## src/rtl/ec_pkg.sv

```systemverilog
// Shared types and modular-arithmetic helpers for the short-Weierstrass point adder.
// Helpers work on an EC_MAXW-bit word; callers cast their WIDTH-bit coordinates in and out.
package ec_pkg;

    localparam int EC_MAXW = 64;

    typedef logic [EC_MAXW-1:0] ec_word_t;

    typedef enum logic [2:0] {
        ST_IDLE,
        ST_CLASSIFY,
        ST_NUM,
        ST_INV,
        ST_LAM,
        ST_X3,
        ST_Y3,
        ST_DONE
    } ec_state_e;

    typedef enum logic {
        MODE_ADD,
        MODE_DBL
    } ec_mode_e;

    // Operands must already be reduced below m.
    function automatic ec_word_t mod_add(input ec_word_t a, input ec_word_t b, input ec_word_t m);
        logic [EC_MAXW:0] s;
        s = {1'b0, a} + {1'b0, b};
        if (s >= {1'b0, m}) begin
            s = s - {1'b0, m};
        end
        return s[EC_MAXW-1:0];
    endfunction

    function automatic ec_word_t mod_sub(input ec_word_t a, input ec_word_t b, input ec_word_t m);
        return (a >= b) ? (a - b) : (a - b + m);
    endfunction

    function automatic ec_word_t mod_mul(input ec_word_t a, input ec_word_t b, input ec_word_t m);
        logic [2*EC_MAXW-1:0] prod;
        prod = {{EC_MAXW{1'b0}}, a} * {{EC_MAXW{1'b0}}, b};
        return ec_word_t'(prod % {{EC_MAXW{1'b0}}, m});
    endfunction

endpackage

```

## src/rtl/mod_inv_seq.sv

```systemverilog
// Binary extended-Euclid inverse mod P, one halving step per cycle; inv_done pulses k cycles after inv_start.
// No backpressure: result holds in inv until the next inv_start; den = 0 yields 0.
module mod_inv_seq
    import ec_pkg::*;
#(
    parameter int              WIDTH = 8,
    parameter logic [WIDTH-1:0] P    = WIDTH'(17)
) (
    input  logic             clk,
    input  logic             rst,
    input  logic             inv_start,
    input  logic [WIDTH-1:0] den,
    output logic             inv_done,
    output logic [WIDTH-1:0] inv
);

    logic             busy_q, busy_d;
    logic             done_q, done_d;
    logic [WIDTH-1:0] u_q, u_d, v_q, v_d;
    logic [WIDTH-1:0] x1_q, x1_d, x2_q, x2_d;
    logic [WIDTH-1:0] inv_q, inv_d;

    // x/2 mod P: odd values borrow a P first so the shift is exact.
    function automatic logic [WIDTH-1:0] half_mod(input logic [WIDTH-1:0] x);
        logic [WIDTH:0] s;
        s = x[0] ? ({1'b0, x} + {1'b0, P}) : {1'b0, x};
        return s[WIDTH:1];
    endfunction

    function automatic logic [WIDTH-1:0] f_sub(input logic [WIDTH-1:0] a, input logic [WIDTH-1:0] b);
        return WIDTH'(mod_sub(ec_word_t'(a), ec_word_t'(b), ec_word_t'(P)));
    endfunction

    always_comb begin
        busy_d = busy_q;
        done_d = 1'b0;
        u_d    = u_q;
        v_d    = v_q;
        x1_d   = x1_q;
        x2_d   = x2_q;
        inv_d  = inv_q;
        if (inv_start) begin
            busy_d = 1'b1;
            u_d    = den;
            v_d    = P;
            x1_d   = WIDTH'(1);
            x2_d   = '0;
        end else if (busy_q) begin
            // Invariants: x1*den == u and x2*den == v (mod P); each step halves u or v.
            if (u_q == '0) begin
                inv_d  = '0;
                done_d = 1'b1;
                busy_d = 1'b0;
            end else if (u_q == WIDTH'(1)) begin
                inv_d  = x1_q;
                done_d = 1'b1;
                busy_d = 1'b0;
            end else if (v_q == WIDTH'(1)) begin
                inv_d  = x2_q;
                done_d = 1'b1;
                busy_d = 1'b0;
            end else if (!u_q[0]) begin
                u_d  = u_q >> 1;
                x1_d = half_mod(x1_q);
            end else if (!v_q[0]) begin
                v_d  = v_q >> 1;
                x2_d = half_mod(x2_q);
            end else if (u_q > v_q) begin
                u_d  = (u_q - v_q) >> 1;
                x1_d = half_mod(f_sub(x1_q, x2_q));
            end else begin
                v_d  = (v_q - u_q) >> 1;
                x2_d = half_mod(f_sub(x2_q, x1_q));
            end
        end
    end

    always_ff @(posedge clk or posedge rst) begin
        if (rst) begin
            busy_q <= 1'b0;
            done_q <= 1'b0;
            u_q    <= '0;
            v_q    <= '0;
            x1_q   <= '0;
            x2_q   <= '0;
            inv_q  <= '0;
        end else begin
            busy_q <= busy_d;
            done_q <= done_d;
            u_q    <= u_d;
            v_q    <= v_d;
            x1_q   <= x1_d;
            x2_q   <= x2_d;
            inv_q  <= inv_d;
        end
    end

    assign inv_done = done_q;
    assign inv      = inv_q;

endmodule

```

## src/rtl/point_adder_seq.sv

```systemverilog
// Sequential EC point adder R = P + Q over GF(P); result after 2 cycles (trivial) or 6+k cycles (add/double).
// One operation at a time: in_ready only in IDLE, result held in DONE until out_ready.
module point_adder_seq
    import ec_pkg::*;
#(
    parameter int               WIDTH = 8,
    parameter logic [WIDTH-1:0] P     = WIDTH'(17),
    parameter logic [WIDTH-1:0] A     = WIDTH'(2)
) (
    input  logic             clk,
    input  logic             rst,
    input  logic             in_valid,
    output logic             in_ready,
    input  logic [WIDTH-1:0] px,
    input  logic [WIDTH-1:0] py,
    input  logic [WIDTH-1:0] qx,
    input  logic [WIDTH-1:0] qy,
    output logic             out_valid,
    input  logic             out_ready,
    output logic [WIDTH-1:0] rx,
    output logic [WIDTH-1:0] ry,
    output logic             busy
);

    ec_state_e        state_q, state_d;
    ec_mode_e         mode_q, mode_d;
    logic [WIDTH-1:0] px_q, px_d, py_q, py_d, qx_q, qx_d, qy_q, qy_d;
    logic [WIDTH-1:0] num_q, num_d, inv_q, inv_d, lam_q, lam_d;
    logic [WIDTH-1:0] rx_q, rx_d, ry_q, ry_d;
    logic [WIDTH-1:0] mul_a, mul_b, mul_r;
    logic             inv_start, inv_done;
    logic [WIDTH-1:0] inv_den, inv_res;

    function automatic logic [WIDTH-1:0] f_add(input logic [WIDTH-1:0] a, input logic [WIDTH-1:0] b);
        return WIDTH'(mod_add(ec_word_t'(a), ec_word_t'(b), ec_word_t'(P)));
    endfunction

    function automatic logic [WIDTH-1:0] f_sub(input logic [WIDTH-1:0] a, input logic [WIDTH-1:0] b);
        return WIDTH'(mod_sub(ec_word_t'(a), ec_word_t'(b), ec_word_t'(P)));
    endfunction

    mod_inv_seq #(.WIDTH(WIDTH), .P(P)) u_inv (
        .clk       (clk),
        .rst       (rst),
        .inv_start (inv_start),
        .den       (inv_den),
        .inv_done  (inv_done),
        .inv       (inv_res)
    );

    // Single multiplier shared by every state that needs a product.
    always_comb begin
        mul_a = lam_q;
        mul_b = lam_q;
        case (state_q)
            ST_NUM: begin
                mul_a = px_q;
                mul_b = px_q;
            end
            ST_LAM: begin
                mul_a = num_q;
                mul_b = inv_q;
            end
            ST_Y3: mul_b = f_sub(px_q, rx_q);
            default: ;
        endcase
        mul_r = WIDTH'(mod_mul(ec_word_t'(mul_a), ec_word_t'(mul_b), ec_word_t'(P)));
    end

    always_comb begin
        state_d   = state_q;
        mode_d    = mode_q;
        px_d      = px_q;
        py_d      = py_q;
        qx_d      = qx_q;
        qy_d      = qy_q;
        num_d     = num_q;
        inv_d     = inv_q;
        lam_d     = lam_q;
        rx_d      = rx_q;
        ry_d      = ry_q;
        inv_start = 1'b0;
        inv_den   = '0;
        case (state_q)
            ST_IDLE: begin
                if (in_valid) begin
                    px_d    = px;
                    py_d    = py;
                    qx_d    = qx;
                    qy_d    = qy;
                    state_d = ST_CLASSIFY;
                end
            end
            ST_CLASSIFY: begin
                if (px_q == '0 && py_q == '0) begin
                    rx_d    = qx_q;
                    ry_d    = qy_q;
                    state_d = ST_DONE;
                end else if (qx_q == '0 && qy_q == '0) begin
                    rx_d    = px_q;
                    ry_d    = py_q;
                    state_d = ST_DONE;
                end else if (px_q == qx_q && py_q != qy_q) begin
                    rx_d    = '0;
                    ry_d    = '0;
                    state_d = ST_DONE;
                end else if (px_q == qx_q && py_q == '0) begin
                    rx_d    = '0;
                    ry_d    = '0;
                    state_d = ST_DONE;
                end else if (px_q == qx_q) begin
                    mode_d  = MODE_DBL;
                    state_d = ST_NUM;
                end else begin
                    mode_d  = MODE_ADD;
                    state_d = ST_NUM;
                end
            end
            ST_NUM: begin
                inv_start = 1'b1;
                if (mode_q == MODE_DBL) begin
                    num_d   = f_add(f_add(f_add(mul_r, mul_r), mul_r), A);
                    inv_den = f_add(py_q, py_q);
                end else begin
                    num_d   = f_sub(qy_q, py_q);
                    inv_den = f_sub(qx_q, px_q);
                end
                state_d = ST_INV;
            end
            ST_INV: begin
                if (inv_done) begin
                    inv_d   = inv_res;
                    state_d = ST_LAM;
                end
            end
            ST_LAM: begin
                lam_d   = mul_r;
                state_d = ST_X3;
            end
            ST_X3: begin
                rx_d    = f_sub(f_sub(mul_r, px_q), qx_q);
                state_d = ST_Y3;
            end
            ST_Y3: begin
                ry_d    = f_sub(mul_r, py_q);
                state_d = ST_DONE;
            end
            ST_DONE: begin
                if (out_ready) begin
                    state_d = ST_IDLE;
                end
            end
            default: state_d = ST_IDLE;
        endcase
    end

    always_ff @(posedge clk or posedge rst) begin
        if (rst) begin
            state_q <= ST_IDLE;
            mode_q  <= MODE_ADD;
            px_q    <= '0;
            py_q    <= '0;
            qx_q    <= '0;
            qy_q    <= '0;
            num_q   <= '0;
            inv_q   <= '0;
            lam_q   <= '0;
            rx_q    <= '0;
            ry_q    <= '0;
        end else begin
            state_q <= state_d;
            mode_q  <= mode_d;
            px_q    <= px_d;
            py_q    <= py_d;
            qx_q    <= qx_d;
            qy_q    <= qy_d;
            num_q   <= num_d;
            inv_q   <= inv_d;
            lam_q   <= lam_d;
            rx_q    <= rx_d;
            ry_q    <= ry_d;
        end
    end

    assign in_ready  = (state_q == ST_IDLE);
    assign busy      = (state_q != ST_IDLE);
    assign out_valid = (state_q == ST_DONE);
    assign rx        = rx_q;
    assign ry        = ry_q;

endmodule

```

## config.mk

```make
export PLATFORM = sky130hd
export DESIGN_NAME = point_adder_seq
export DESIGN_NICKNAME = d
export VERILOG_FILES = /design/src/rtl/ec_pkg.sv /design/src/rtl/mod_inv_seq.sv /design/src/rtl/point_adder_seq.sv
export SDC_FILE = /design/constraint.sdc
export NUM_CORES = 1
export LEC_CHECK = 0
export ABC_CLOCK_PERIOD_IN_PS = 42100
export CAP_MARGIN = 20
export CORE_UTILIZATION = 45
export CTS_CLUSTER_DIAMETER = 60
export DETAILED_ROUTE_END_ITERATION = 10
export GPL_TIMING_DRIVEN = 0
export SLEW_MARGIN = 15
export SYNTH_ARGS = -nofsm -noshare
export SYNTH_HDL_FRONTEND = slang
export SYNTH_SLANG_ARGS = --single-unit
```

## constraint.sdc

```tcl
create_clock -name clk -period 42.1 [get_ports clk]
set_input_delay 8.42 -clock clk [delete_from_list [all_inputs] [get_ports clk]]
set_output_delay 8.42 -clock clk [all_outputs]
set_load 0.05 [all_outputs]
```

==> summary.md <==
| Metric | Value |
|---|---|
| Cell mode on critical path | a21oi_1 |
| Top Ports | 55 |
| Min-Delay Path Class | flop to flop |
| Yosys reg bits | 117 |
| Req. time, crit path | between 40 and 50 ns |
| CP max stage delay | slightly below 1 ns |
| Fmax | 36.0 MHz |
| DR pass1 iterations | 6 |
| Largest net degree at the start of global routing | 77 |
| Area after DPL | 19,700 µm² |
| Cell count after synthesis | 2,383 |
| CTS Buffer Depth | 2 |
| Final setup vio count | 0 |
| Final ANT Viol Nets | 0 |
| Avg Cell Area, Syn | 7.75 µm² |
| Num CTS Buffers | 17 |
| Global-route wire length before repair | between 90,000 and 100,000 µm |
| EDFF count, synth | 0 |
| Die X | 205 µm |
| MaxCap Viol Count | 0 |
| CP Class | flop to flop |
| Final Cell Area | 20,300 µm² |
| Sequential cell area | 2930 µm² |
| Htree depth | 4 |
| Max-Slew Margin vs Limit | 0.238 |
| Core ar. | roughly 40,000 µm² |
| Multi-input gate area | 14,500 µm² |
| Synth Flop Type | dfrtp_1 |
| Mapped Nets | approximately 2,600 |
| Area growth syn-to-layout | 9.75% |
| Seq/Total Area, Yosys | 0.159 |
| Die height | approximately 200 µm |
| Clk Tree Root Cell | clkbuf_16 |
| GRT Overall Usage | 0.275 |
| Initial antenna violation count | 1 |
| Worst Tran Pin Value | ~1.1 ns |
| DRT Wirelength | around 57,000 µm |
| Arrival time worst endpoint | 28.10 ns |
| Fin Setup TNS | 0 ns |
| Async S/R FF share, synth | 1.00 |
| Number of clock sinks | 117 |
| Site Rows | 73 |
| Util after Layout | 0.505 |
| CTS tree | built |
| Worst skew pair latency | ~0.43 ns |
| Cts hold-fix bufs | 0 |
| CP Launch Type | flop |
| Starting DRT DRC Count | approximately 1,500 |
| # DRC | 0 |
| WL per Instance | 19.1 µm |
| Pins Over Slew Limit | 0 |
| Number of diodes | 0 |
| Synth area leader | dfrtp_1 |
| Final period utilization | 0.660 |
| Number of vias in the routed layout | 18,457 |
| Status | completed |
| Final worst slack | 14.30 ns |
| Grt total ovfl | 0 |
| Layout Nets | 2,691 |
| Post-synth top cells | 204 x nand2_1, 185 x nor2_1, 183 x inv_1 |
| Share of cells above drive strength 1 | 0.0692 |
| Area share of the leading cell type in the synthesized netlist | 0.159 |
| Final Critical Period | 27.80 ns |
| Post-CTS Resized | 0 |
| RSZ-0062 raised after global routing | false |
| Worst setup EP type | flop |
| Synthesis Warnings | 0 |
| Die ar. | 41,800 µm² |
| Mapped Area | 18,500 µm² |
| Final Skew | 0.00972 ns |
| DP HPWL | between 40,000 and 50,000 µm |
| Gpl congestion | 0.905 |
| Count leader, synth | nand2_1 |
| Critical path peak fanout | 10 |
| Vias per cell | 6.16 |
| R2R setup slack | 14.30 ns |
| Critical path's slowest cell | o311ai_1 |
| Final hold violations | 0 |
| Synth top area cells | dfrtp_1 16%, ha_1 10%, xnor2_1 6.3%, fa_1 5.1%, a21oi_1 4.3% |
| Synth cell types | 109 |
| Post-CTS setup repair buffer count | 0 |
| Port Buffer Count | 54 |
| Fill cells | 3,986 |
| Clk slew on worst S/H paths | roughly 0.06 ns |
| Initial core utilization | 0.460 |
| Pre-CTS setup slack | 14.45 ns |
| Vias in the first global route | 17,621 |
layout by cell type, fill, tap and decap left out, drive strengths merged, types with 12 or more instances in the layout:
cell	n
o22ai	12
or2	19
xor2	69
nor2b	24
mux2	50
and3	38
fa	47
ha	150
nor2	186
inv	187
a21o	49
clkbuf	88
nand2	205
a21oi	161
clkdlybuf4s50	54
dfrtp	117
or3	21
a221o	23
xnor2	134
nor3	65
a211oi	25
mux2i	19
o21ai	150
nand3	70
nor4	24
nand4	33
a31oi	38
buf	23
o31ai	20
a221oi	13
nand2b	28
and2	24
o211ai	52
o21a	20
o21bai	22
cell type report:
cell class,instances,share of cell area
inverter,187,0.0349
timing repair buffer,56,0.0284
sequential,117,0.144
tap,525,0.0324
buffer,92,0.0182
multi-input combinational,1987,0.714
clock buffer,17,0.0210
clock inverter,15,0.00654
stage by stage:
stage | hold WS [ns] | std cells
global route | 0.518 | 2996
floorplan | 0.450 | 2383
detailed placement | 0.491 | 2963
CTS | 0.503 | 2995
global placement | 0.482 | 2962
finish | 0.504 | 2996
per-layer routing:
layer	global-route usage	part of all wire	vias to the layer above
li1	-	-	8910
met1	0.382	0.46	8885
met2	0.452	0.46	574
met3	0.0326	0.060	86
met4	0.0650	0.018	2
met5	0	0.00019	-
worst max-delay path, delay by kind of cell, from the launching register on:
family                   cells  cell delay, ns
flip-flops                   1            0.54
XOR/XNOR                     6            1.49
adder cells (fa/ha/maj)     13            5.11
buffers and inverters       11            1.51
AO/OA/AOI/OAI               39           11.24
AND/OR/NAND/NOR             29            7.73
path summary, 6_finish.rpt:
kind / end / depth (start not counted) / start
worst min-delay path: lam_q[5] / 2 / lam_q[5]
min in group asynchronous: num_q[1] / 2 / rst
worst max register to register: num_q[3] / 98 / px_q[0]
worst min register to register: lam_q[5] / 2 / lam_q[5]
worst max-delay path: num_q[3] / 98 / px_q[0]
max in group asynchronous: rx[6] / 3 / rst
kinds of logic after synthesis:
kind of cell,count (synthesis),synth area share
buf+inv,279,0.0580
fa+ha+maj,201,0.155
simple gates,780,0.212
compound gates,733,0.277
flops,117,0.159
mux,69,0.0417
xor+xnor,204,0.0980
Power is left out: the tool's default activity adds up to more than one toggle a clock period on the data nets, which glitch-free logic cannot reach.
